===== src/rtl/OmpSsManager.sv =====
// OmpSsManager: header field positions, command/ack codes and FSM state type shared by the lock manager.
package OmpSsManager;
  localparam int CMD_TYPE_L = 0;
  localparam int CMD_TYPE_H = 7;
  localparam int LOCK_ID_L = 32;
  localparam int LOCK_ID_H = 39;
  localparam int LOCK_ID_BITS = LOCK_ID_H - LOCK_ID_L + 1;
  localparam logic [7:0] CMD_LOCK_CODE = 8'h04;
  localparam logic [7:0] CMD_UNLOCK_CODE = 8'h06;
  localparam logic [7:0] ACK_OK_CODE = 8'h01;
  localparam logic [7:0] ACK_REJECT_CODE = 8'h00;
  localparam logic [7:0] ACK_NOT_OWNER_CODE = 8'h02;
  typedef enum logic [1:0] {READ_HEADER, CHECK_LOCK, SEND_ACK} lock_state_t;
endpackage


===== src/rtl/lock_manager_table.sv =====
// lock_table: held bits and owner per lock, combinational read, single synchronous write port.
module lock_table #(
  parameter int NUM_LOCKS = 4,
  parameter int ACC_BITS = 4,
  parameter int LIDX_BITS = 2
) (
  input  logic                 clk,
  input  logic                 rstn,
  input  logic [LIDX_BITS-1:0] rd_idx,
  output logic                 rd_held,
  output logic [ACC_BITS-1:0]  rd_owner,
  input  logic                 wr_set,
  input  logic                 wr_clr,
  input  logic [LIDX_BITS-1:0] wr_idx,
  input  logic [ACC_BITS-1:0]  wr_owner,
  output logic [NUM_LOCKS-1:0] lock_status
);
  logic [NUM_LOCKS-1:0] locked;
  logic [NUM_LOCKS-1:0][ACC_BITS-1:0] owner;
  assign rd_held = locked[rd_idx];
  assign rd_owner = owner[rd_idx];
  assign lock_status = locked;
  always_ff @(posedge clk or negedge rstn) begin
    if (!rstn) begin
      locked <= '0;
      owner <= '0;
    end else if (wr_set) begin
      locked[wr_idx] <= 1'b1;
      owner[wr_idx] <= wr_owner;
    end else if (wr_clr) begin
      locked[wr_idx] <= 1'b0;
    end
  end
endmodule


===== src/rtl/lock_manager.sv =====
// lock_manager: owner-checked multi-lock mutex service; LOCK_UNLOCK_ACK_EN makes every unlock return an ack.
module lock_manager
  import OmpSsManager::*;
#(
  parameter int MAX_ACCS = 16,
  parameter int NUM_LOCKS = 4,
  localparam int ACC_BITS = $clog2(MAX_ACCS),
  localparam int LIDX_BITS = NUM_LOCKS > 1 ? $clog2(NUM_LOCKS) : 1
) (
  input  logic                 clk,
  input  logic                 rstn,
  input  logic [63:0]          inStream_TDATA,
  input  logic                 inStream_TVALID,
  input  logic [ACC_BITS-1:0]  inStream_TID,
  output logic                 inStream_TREADY,
  output logic [63:0]          outStream_TDATA,
  output logic                 outStream_TVALID,
  input  logic                 outStream_TREADY,
  output logic                 outStream_TLAST,
  output logic [ACC_BITS-1:0]  outStream_TDEST,
  output logic [NUM_LOCKS-1:0] lock_status
);
  lock_state_t state, state_n;
  logic [ACC_BITS-1:0] acc_id, rd_owner;
  logic [7:0] cmd_type, ack_code, ack_n;
  logic [LOCK_ID_BITS-1:0] lock_id;
  logic [LIDX_BITS-1:0] lidx;
  logic in_range, rd_held, is_lock, is_unlock, granted, released, wr_set, wr_clr;
  logic unused_bits;
  assign unused_bits = ^{inStream_TDATA[63:LOCK_ID_H+1], inStream_TDATA[LOCK_ID_L-1:CMD_TYPE_H+1]};
  // out-of-range ids are steered to entry 0 and their read result is masked
  assign in_range = 32'(lock_id) < NUM_LOCKS;
  assign lidx = in_range ? lock_id[LIDX_BITS-1:0] : '0;
  assign is_lock = cmd_type == CMD_LOCK_CODE;
  assign is_unlock = cmd_type == CMD_UNLOCK_CODE;
  assign granted = is_lock && in_range && !rd_held;
  assign released = is_unlock && in_range && rd_held && rd_owner == acc_id;
  assign wr_set = state == CHECK_LOCK && granted;
  assign wr_clr = state == CHECK_LOCK && released;
  assign inStream_TREADY = state == READ_HEADER;
  assign outStream_TVALID = state == SEND_ACK;
  assign outStream_TDATA = {56'd0, ack_code};
  assign outStream_TDEST = acc_id;
  assign outStream_TLAST = 1'b1;
  lock_table #(.NUM_LOCKS(NUM_LOCKS), .ACC_BITS(ACC_BITS), .LIDX_BITS(LIDX_BITS)) u_table (
    .clk(clk), .rstn(rstn), .rd_idx(lidx), .rd_held(rd_held), .rd_owner(rd_owner),
    .wr_set(wr_set), .wr_clr(wr_clr), .wr_idx(lidx), .wr_owner(acc_id), .lock_status(lock_status)
  );
  always_ff @(posedge clk or negedge rstn) begin
    if (!rstn) state <= READ_HEADER;
    else state <= state_n;
  end
  always_comb begin
    state_n = state;
    ack_n = ack_code;
    unique case (state)
      READ_HEADER: state_n = inStream_TVALID ? CHECK_LOCK : READ_HEADER;
      CHECK_LOCK: begin
        state_n = is_lock ? SEND_ACK : READ_HEADER;
        ack_n = is_lock ? (granted ? ACK_OK_CODE : ACK_REJECT_CODE) : ack_code;
`ifdef LOCK_UNLOCK_ACK_EN
        state_n = (is_lock || is_unlock) ? SEND_ACK : READ_HEADER;
        ack_n = is_unlock ? (released ? ACK_OK_CODE : ACK_NOT_OWNER_CODE) : ack_n;
`endif
      end
      SEND_ACK: state_n = outStream_TREADY ? READ_HEADER : SEND_ACK;
      default: state_n = READ_HEADER;
    endcase
  end
  always_ff @(posedge clk or negedge rstn) begin
    if (!rstn) begin
      acc_id <= '0;
      cmd_type <= '0;
      lock_id <= '0;
      ack_code <= '0;
    end else begin
      ack_code <= ack_n;
      if (state == READ_HEADER && inStream_TVALID) begin
        acc_id <= inStream_TID;
        cmd_type <= inStream_TDATA[CMD_TYPE_H:CMD_TYPE_L];
        lock_id <= inStream_TDATA[LOCK_ID_H:LOCK_ID_L];
      end
    end
  end
endmodule


===== config.mk =====
export PLATFORM = sky130hd
export DESIGN_NAME = lock_manager
export DESIGN_NICKNAME = d
export VERILOG_FILES = /design/src/rtl/OmpSsManager.sv /design/src/rtl/lock_manager_table.sv /design/src/rtl/lock_manager.sv
export SDC_FILE = /design/constraint.sdc
export NUM_CORES = 1
export LEC_CHECK = 0
export CORE_MARGIN = 10
export CORE_UTILIZATION = 40
export DETAILED_ROUTE_END_ITERATION = 10
export PLACE_DENSITY_LB_ADDON = 0.12
export SLEW_MARGIN = 15
export SYNTH_ARGS = -nofsm -noshare
export SYNTH_HDL_FRONTEND = slang
export SYNTH_HIERARCHICAL = 1
export SYNTH_SLANG_ARGS = --single-unit

===== constraint.sdc =====
create_clock -name clk -period 6.59 [get_ports clk]
set_input_delay 1.6475 -clock clk [delete_from_list [all_inputs] [get_ports clk]]
set_output_delay 1.6475 -clock clk [all_outputs]
set_load 0.01 [all_outputs]

==> metrics.csv, run 1 <==
stage,metric,value,unit
run_status,status,completed,
synthesis,synth_compound_area_frac,0.01250,
synthesis,synth_warnings,6,
pwr,switchingPower,0.1443,mW
pwr,ir_drop,83.70,uV
global_route,grt_first_pass_wirelength,7.396,mm
global_route,overflow,0,
synthesis,syn_avg_cell_area,12.51,um2
synthesis,synth_fa_ha_area_frac,0,
worst_setup_path,end_kind,flip-flop,
clock_tree,cts_root_buffer,clkbuf_8,
pwr,clkPwrFrac,0.318,
sta,period_minus_slack,3.479,ns
synthesis,synth-xor-area-share,0.01458,
drt,wl_per_cell,14.84,um
pwr,p_per_area,211.7,nW/um2
synthesis,synth_most_common_cell,buf_4,
floorplan,ioPinCount,147,
global_route,track_usage,0.09373,
clock_tree,clkLatencyLatePin,0.29,ns
floorplan,die-area,9505,um2
synthesis,synth-simple-area-share,0.08802,
sta,setup-tns-final,0,ns
clock_tree,cts_made_buffers,5,
sta,fin_ws,3.111,ns
floorplan,chipHeight,97.50,um
clock_tree,cts_tree,built,
clock_tree,cts.sinks,43,
clock_tree,path_clk_slew,0.08,ns
sta,fin_crit_sh,0.5279,
sta,timing.hold.ws,0.4857,ns
sta,maxSlewHeadroom,0.3435,
pwr,seqPwrFrac,0.533,
job,drv_cap,0,
drt,drt-total-wl,4.510,mm
synthesis,synth_area_leaders,"dfrtp_1 (45%), buf_4 (20%), mux2_2 (14%)",
synthesis,synthFlopType,dfrtp_1,
sta,final-setup-viol-count,0,
synthesis,synth-edff-count,0,
worst_setup_path,critPathLaunchType,flip-flop,
pwr,p_sw_frac,0.2554,
pwr,internal_power,0.4207,mW
global_route,antenna_found_initial,0,
sta,rsz0062_at_grt,false,
final_layout,fin_nets,300,
global_route,grt_start_max_net_pins,44,
sta,clock_skew,0.003286,ns
floorplan,row_count,28,
final_layout,nFillCells,565,
synthesis,yosys.area.top_type,dfrtp_1,
floorplan,fp.dieW,97.50,um
synthesis,synth_top_area_frac,0.4479,
synthesis,synthArstFlopShare,1.000,
synthesis,synthCells,192,
clock_tree,post_cts_buffers,0,
clock_tree,cts_hold_buf,0,
final_layout,n_antenna_cell,0,
drt,vias,1306,
synthesis,synth_mux_area_frac,0.2198,
place,pre_cts_slack,3.105,ns
sta,slew_violations,0,
worst_hold_path,holdCritPathClass,flip-flop to flip-flop,
worst_setup_path,arrival,3.65,ns
place,port_buffers,34,
drt,ant_nets,0,
clock_tree,h-tree-depth,2,
worst_setup_path,crit_path_max_fanout,13,
sta,hold_viol,0,
worst_setup_path,cp.required,6.77,ns
worst_setup_path,critPathKind,flip-flop to flip-flop,
synthesis,seq_area_frac_synth,0.4479,
drt,remaining_drc_errors,0,
pwr,p_leak,1.243,nW
synthesis,ys_top_cells_by_count,"buf_4 (64), dfrtp_1 (43), mux2_2 (30), mux2_1 (6)",
clock_tree,cts-resized-gates,0,
sta,fmax,287.4,MHz
drt,first_pass_iters,4,
synthesis,synth-seq-cells,43,
synthesis,yosysUniqueCellTypes,28,
synthesis,synth_top_family_by_area,multiplexers,
drt,drt_iter0_markers,32,
pwr,pwr-share-comb,0.148,
synthesis,synth_area,2402,um2
sta,worst_slew_pin_slew,0.9847,ns
floorplan,start_util,0.4082,
final_layout,area_growth,11.09,%
global_route,first_global_vias,1442,
floorplan,core,5886,um2
place,gp_congestion,0.6499,
place,hpwl,3.514,mm
final_layout,drive_above_1_share,0.2227,
drt,routed_via_density,4.296,
clock_tree,clock_path_buffers,2,
-- per-layer routing --
metal / global-route usage / up-vias / routed length, um
li1: - / 601 / -
met1: 0.09716 / 636 / 1726
met2: 0.1487 / 67 / 2117
met3: 0.06188 / 2 / 649
met4: 0.03356 / 0 / 17
met5: 0 / - / 0
-- cell type report --
class | count | area [um2] | share of cell area
tap | 75 | 93.84 | 0.03516
inverter | 5 | 18.77 | 0.007032
multi-input combinational | 139 | 1045 | 0.3915
clock buffer | 8 | 100.1 | 0.03751
sequential | 43 | 1076 | 0.4032
timing repair buffer | 34 | 335.3 | 0.1256
-- per-stage QoR --
| step | utilization | instances | cell area [um2] | total power, mW |
|---|---|---|---|---|
| 2_1_floorplan | - | 254 | 2635 | 0.3816 |
| 3_3_place_gp | 0.4364 | 296 | 2569 | 0.3902 |
| 3_5_place_dp | 0.4364 | 296 | 2569 | 0.3907 |
| 4_1_cts | 0.4534 | 304 | 2669 | 0.5728 |
| 5_1_grt | 0.4534 | 304 | 2669 | 0.5985 |
| 6_report | 0.4534 | 304 | 2669 | 0.5650 |
-- state kept, by name (all words and copies together) (netlist names), named ones only --
signal           count
outStream_TDEST      4
ack_code             1
u_table/owner       16
cmd_type             8
state                2
lock_id              8
-- cell usage in the layout, fill, tap and decap left out, types with 2 or more instances in the layout --
master | netlist | routed
mux2_1 | 6 | 6
xnor2_1 | 4 | 4
nand3b_1 | 3 | 3
and3b_2 | 2 | 2
inv_1 | 5 | 5
conb_1 | 2 | 64
o21ai_0 | 3 | 3
nor4_2 | 2 | 2
dfrtp_1 | 43 | 43
clkbuf_8 | 0 | 7
and3_1 | 2 | 2
nor2_1 | 2 | 2
mux4_2 | 5 | 5
clkdlybuf4s50_1 | 0 | 33
a21o_1 | 2 | 2
nand3_1 | 3 | 3
mux2_2 | 30 | 30
-- worst max-delay path, stage by stage, from the launching register on --
cell and delay [ns]:
dfrtp_1 0.41, nor4_4 0.36, and3_1 0.62, mux4_2 0.63
nor4_1 0.54, nor3b_4 0.43, mux2_2 0.37
-- power by group through the flow --
stage	clock network (mW)	registers [mW]	logic [mW]
2_1_floorplan	0	0.305	0.0769
3_3_place_gp	0	0.307	0.0829
3_5_place_dp	0	0.307	0.0834
4_1_cts	0.187	0.302	0.0836
5_1_grt	0.199	0.306	0.0932
6_report	0.180	0.301	0.0839
-- path summary, 6_finish.rpt --
path	slack, ns	cells after the start	endpoint	startpoint
worst max-delay path	3.11	6	u_table/owner[2]$_DFFE_PN0P_	lock_id[6]$_DFFE_PN0P_
worst min-delay path	0.49	1	lock_id[0]$_DFFE_PN0P_	lock_id[0]$_DFFE_PN0P_
min in group asynchronous	1.50	1	u_table/owner[6]$_DFFE_PN0P_	rstn
max in group asynchronous	4.50	1	lock_id[0]$_DFFE_PN0P_	rstn
worst max register to register	3.11	6	u_table/owner[2]$_DFFE_PN0P_	lock_id[6]$_DFFE_PN0P_
worst min register to register	0.49	1	lock_id[0]$_DFFE_PN0P_	lock_id[0]$_DFFE_PN0P_
-- kinds of logic (layout without fill, tap and decap cells) --
kind of cell / after synthesis / in the layout
other: 2 / 64
flip-flops: 43 / 43
XOR/XNOR: 4 / 4
AND/OR/NAND/NOR: 24 / 24
AO/OA/AOI/OAI: 5 / 5
buffers and inverters: 72 / 47
multiplexers: 42 / 42
Note: power is estimated with default switching activity, not from simulation.
==> inputs of run 2 (changes only) <==
--- a/config.mk
+++ b/config.mk
@@ -6,7 +6,7 @@
 export NUM_CORES = 1
 export LEC_CHECK = 0
 export CORE_MARGIN = 10
-export CORE_UTILIZATION = 40
+export CORE_UTILIZATION = 37
 export DETAILED_ROUTE_END_ITERATION = 10
 export PLACE_DENSITY_LB_ADDON = 0.12
 export SLEW_MARGIN = 15
==> constraint.sdc (replaced) <==
create_clock -name clk -period 3.5 [get_ports clk]
set_input_delay 0.875 -clock clk [delete_from_list [all_inputs] [get_ports clk]]
set_output_delay 0.875 -clock clk [all_outputs]
set_load 0.01 [all_outputs]
==> run 2 against run 1 <==
  * Routed wire length increased by 2.5%
  * Critical path depth rose by 1
  * Core utilization fell by 2.9 points
  * First-iteration DRC count rose by 31%
  * Register-to-register slack got worse by 2.7 ns
==> metrics.csv, run 2 (same netlist as run 1, synthesis figures left out) <==
stage,metric,value,unit
global_route,met2_usage,0.1409,
floorplan,chipHeight,100.6,um
drt,drt-total-wl,4.622,mm
place,placedInstanceArea,2601,um2
pwr,ir_drop,202.5,uV
worst_hold_path,worstHoldStart,lock_id[1]$_DFFE_PN0P_,
clock_tree,cts_tree,built,
sta,final-setup-viol-count,0,
final_layout,drive_above_1_share,0.2318,
sta,fmax,321.8,MHz
clock_tree,cts_hold_buf,0,
worst_setup_path,reg2reg_from,lock_id[6]$_DFFE_PN0P_,
place,port_buffers,34,
global_route,grt_first_pass_wirelength,7.058,mm
job,drv_cap,0,
sta,rsz0062_at_grt,false,
drt,remaining_drc_errors,0,
clock_tree,cts-resized-gates,0,
drt,vias,1345,
sta,maxSlewHeadroom,0.3591,
sta,slew_violations,0,
worst_setup_path,rr_worst_depth,7,
clock_tree,h-tree-depth,2,
drt,first_pass_iters,2,
clock_tree,clkLatencyLatePin,0.29,ns
worst_hold_path,hold_path_depth,1,
floorplan,ioPinCount,147,
pwr,p_per_area,382.7,nW/um2
floorplan,row_count,29,
worst_setup_path,cp_cell_sequence,"nor4_4, and3_1, mux4_2, nor4_1, buf_4, nor3b_4, mux2_2",
drt,wl_per_cell,14.91,um
worst_setup_path,crit_path_max_fanout,7,
worst_hold_path,holdPathEnd,lock_id[1]$_DFFE_PN0P_,
worst_setup_path,critPathKind,flip-flop to flip-flop,
worst_setup_path,cp.required,3.68,ns
final_layout,regMostFlops,u_table/owner,
pwr,internal_power,0.7532,mW
final_layout,area_growth,11.67,%
worst_setup_path,arrival,3.29,ns
global_route,grt_start_max_net_pins,44,
place,hpwl,3.618,mm
run_status,status,completed,
worst_setup_path,cpLargestDelayFamily,simple AND/OR/NAND/NOR gates,
sta,clock_skew,0.002774,ns
worst_setup_path,crit_slowest_cell,mux4_2,
pwr,p_sw_frac,0.2663,
final_layout,utilization,0.4249,
floorplan,core,6314,um2
floorplan,start_util,0.3805,
worst_setup_path,r2r_setup_slack,0.39,ns
sta,hold_viol,0,
pwr,pwr-share-comb,0.155,
final_layout,largest_reg_flops,16,
pwr,clkPwrFrac,0.291,
sta,worst_slew_pin_slew,0.9613,ns
pwr,seqPwrFrac,0.554,
clock_tree,cts_root_buffer,clkbuf_8,
global_route,track_usage,0.08818,
final_layout,postLayoutCellArea,2683,um2
final_layout,final_cell_mix,"conb_1 (64), dfrtp_1 (43), clkdlybuf4s50_1 (33), mux2_2 (30), mux2_1 (6)",
floorplan,die-area,10120,um2
worst_setup_path,end_kind,flip-flop,
sta,setup-tns-final,0,ns
final_layout,layout_commonest_cell,conb_1,
final_layout,finalNonFillerCells,310,
clock_tree,clock_path_buffers,2,
clock_tree,cts.sinks,43,
final_layout,reg_top3,"u_table/owner x16, cmd_type x8, lock_id x8",
place,pre_cts_slack,0.3424,ns
place,dp.cells,302,
worst_setup_path,critPathLaunchType,flip-flop,
drt,routed_via_density,4.339,
sta,fin_crit_sh,0.8879,
worst_setup_path,path_buf_inv,1,
sta,fin_ws,0.3922,ns
clock_tree,cts_made_buffers,5,
worst_hold_path,holdCritPathClass,flip-flop to flip-flop,
final_layout,fin_nets,304,
global_route,overflow,0,
pwr,switchingPower,0.2734,mW
sta,period_minus_slack,3.108,ns
drt,ant_nets,0,
pwr,total_power,1.027,mW
clock_tree,path_clk_slew,0.07,ns
global_route,antenna_found_initial,0,
global_route,gr-usage-met1,0.09691,
worst_setup_path,r2r-end,u_table/owner[2]$_DFFE_PN0P_,
worst_setup_path,cpPeakStageDelay,0.60,ns
place,gp_congestion,0.6456,
sta,timing.hold.ws,0.4784,ns
global_route,globalRouteMet3Util,0.03909,
global_route,first_global_vias,1377,
floorplan,fp.dieW,100.6,um
global_route,busiest_layer,met2,
pwr,p_leak,1.255,nW
clock_tree,post_cts_buffers,0,
drt,drt_iter0_markers,42,
final_layout,n_antenna_cell,0,
## run 2: changes by cell type in the layout (fill, tap and decap cells not counted)
cell,previous run,this run
clkbuf_8,7,5
buf_4,0,4
clkinv_2,0,1
clkbuf_1,1,2
## run 2: worst max path at each step
stage	from	end	slack, ns	cells after the start
6_report	lock_id[6]$_DFFE_PN0P_	u_table/owner[2]$_DFFE_PN0P_	0.39	7
5_1_grt	lock_id[6]$_DFFE_PN0P_	flip-flop	0.16	8
3_3_place_gp	lock_id[6]$_DFFE_PN0P_	u_table/owner[2]$_DFFE_PN0P_	0.32	7
3_5_place_dp	lock_id[6]$_DFFE_PN0P_	u_table/owner[2]$_DFFE_PN0P_	0.34	7
4_1_cts	lock_id[6]$_DFFE_PN0P_	u_table/owner[3]$_DFFE_PN0P_	0.32	7
2_1_floorplan	lock_id[6]$_DFFE_PN0P_	u_table/owner[0]$_DFFE_PN0P_	0.44	7
## run 2: layout make-up
class	count	area [um2]
timing repair buffer	38	365.4
tap	77	96.34
fill	596	3631
clock buffer	7	76.32
multi-input combinational	139	1045
clock inverter	1	5.005
sequential	43	1076
inverter	5	18.77
## run 2: per-layer routing
layer / vias up / part of all wire
met5: - / 0
met4: 0 / 0.017
met3: 9 / 0.15
met2: 76 / 0.46
met1: 653 / 0.37
li1: 607 / -
## run 2: worst reg2reg max path, delay by kind of cell (launching register included)
family	cells	cell delay, ns
flops	1	0.41
mux	2	0.97
buf+inv	1	0.17
simple gates	4	1.44
## run 2: power groups by stage
stage	Combinational (mW)	Sequential, mW	Clock (mW)
2_1_floorplan	0.145	0.574	0
3_3_place_gp	0.158	0.579	0
3_5_place_dp	0.159	0.580	0
4_1_cts	0.159	0.570	0.315
5_1_grt	0.176	0.575	0.335
6_report	0.159	0.568	0.299
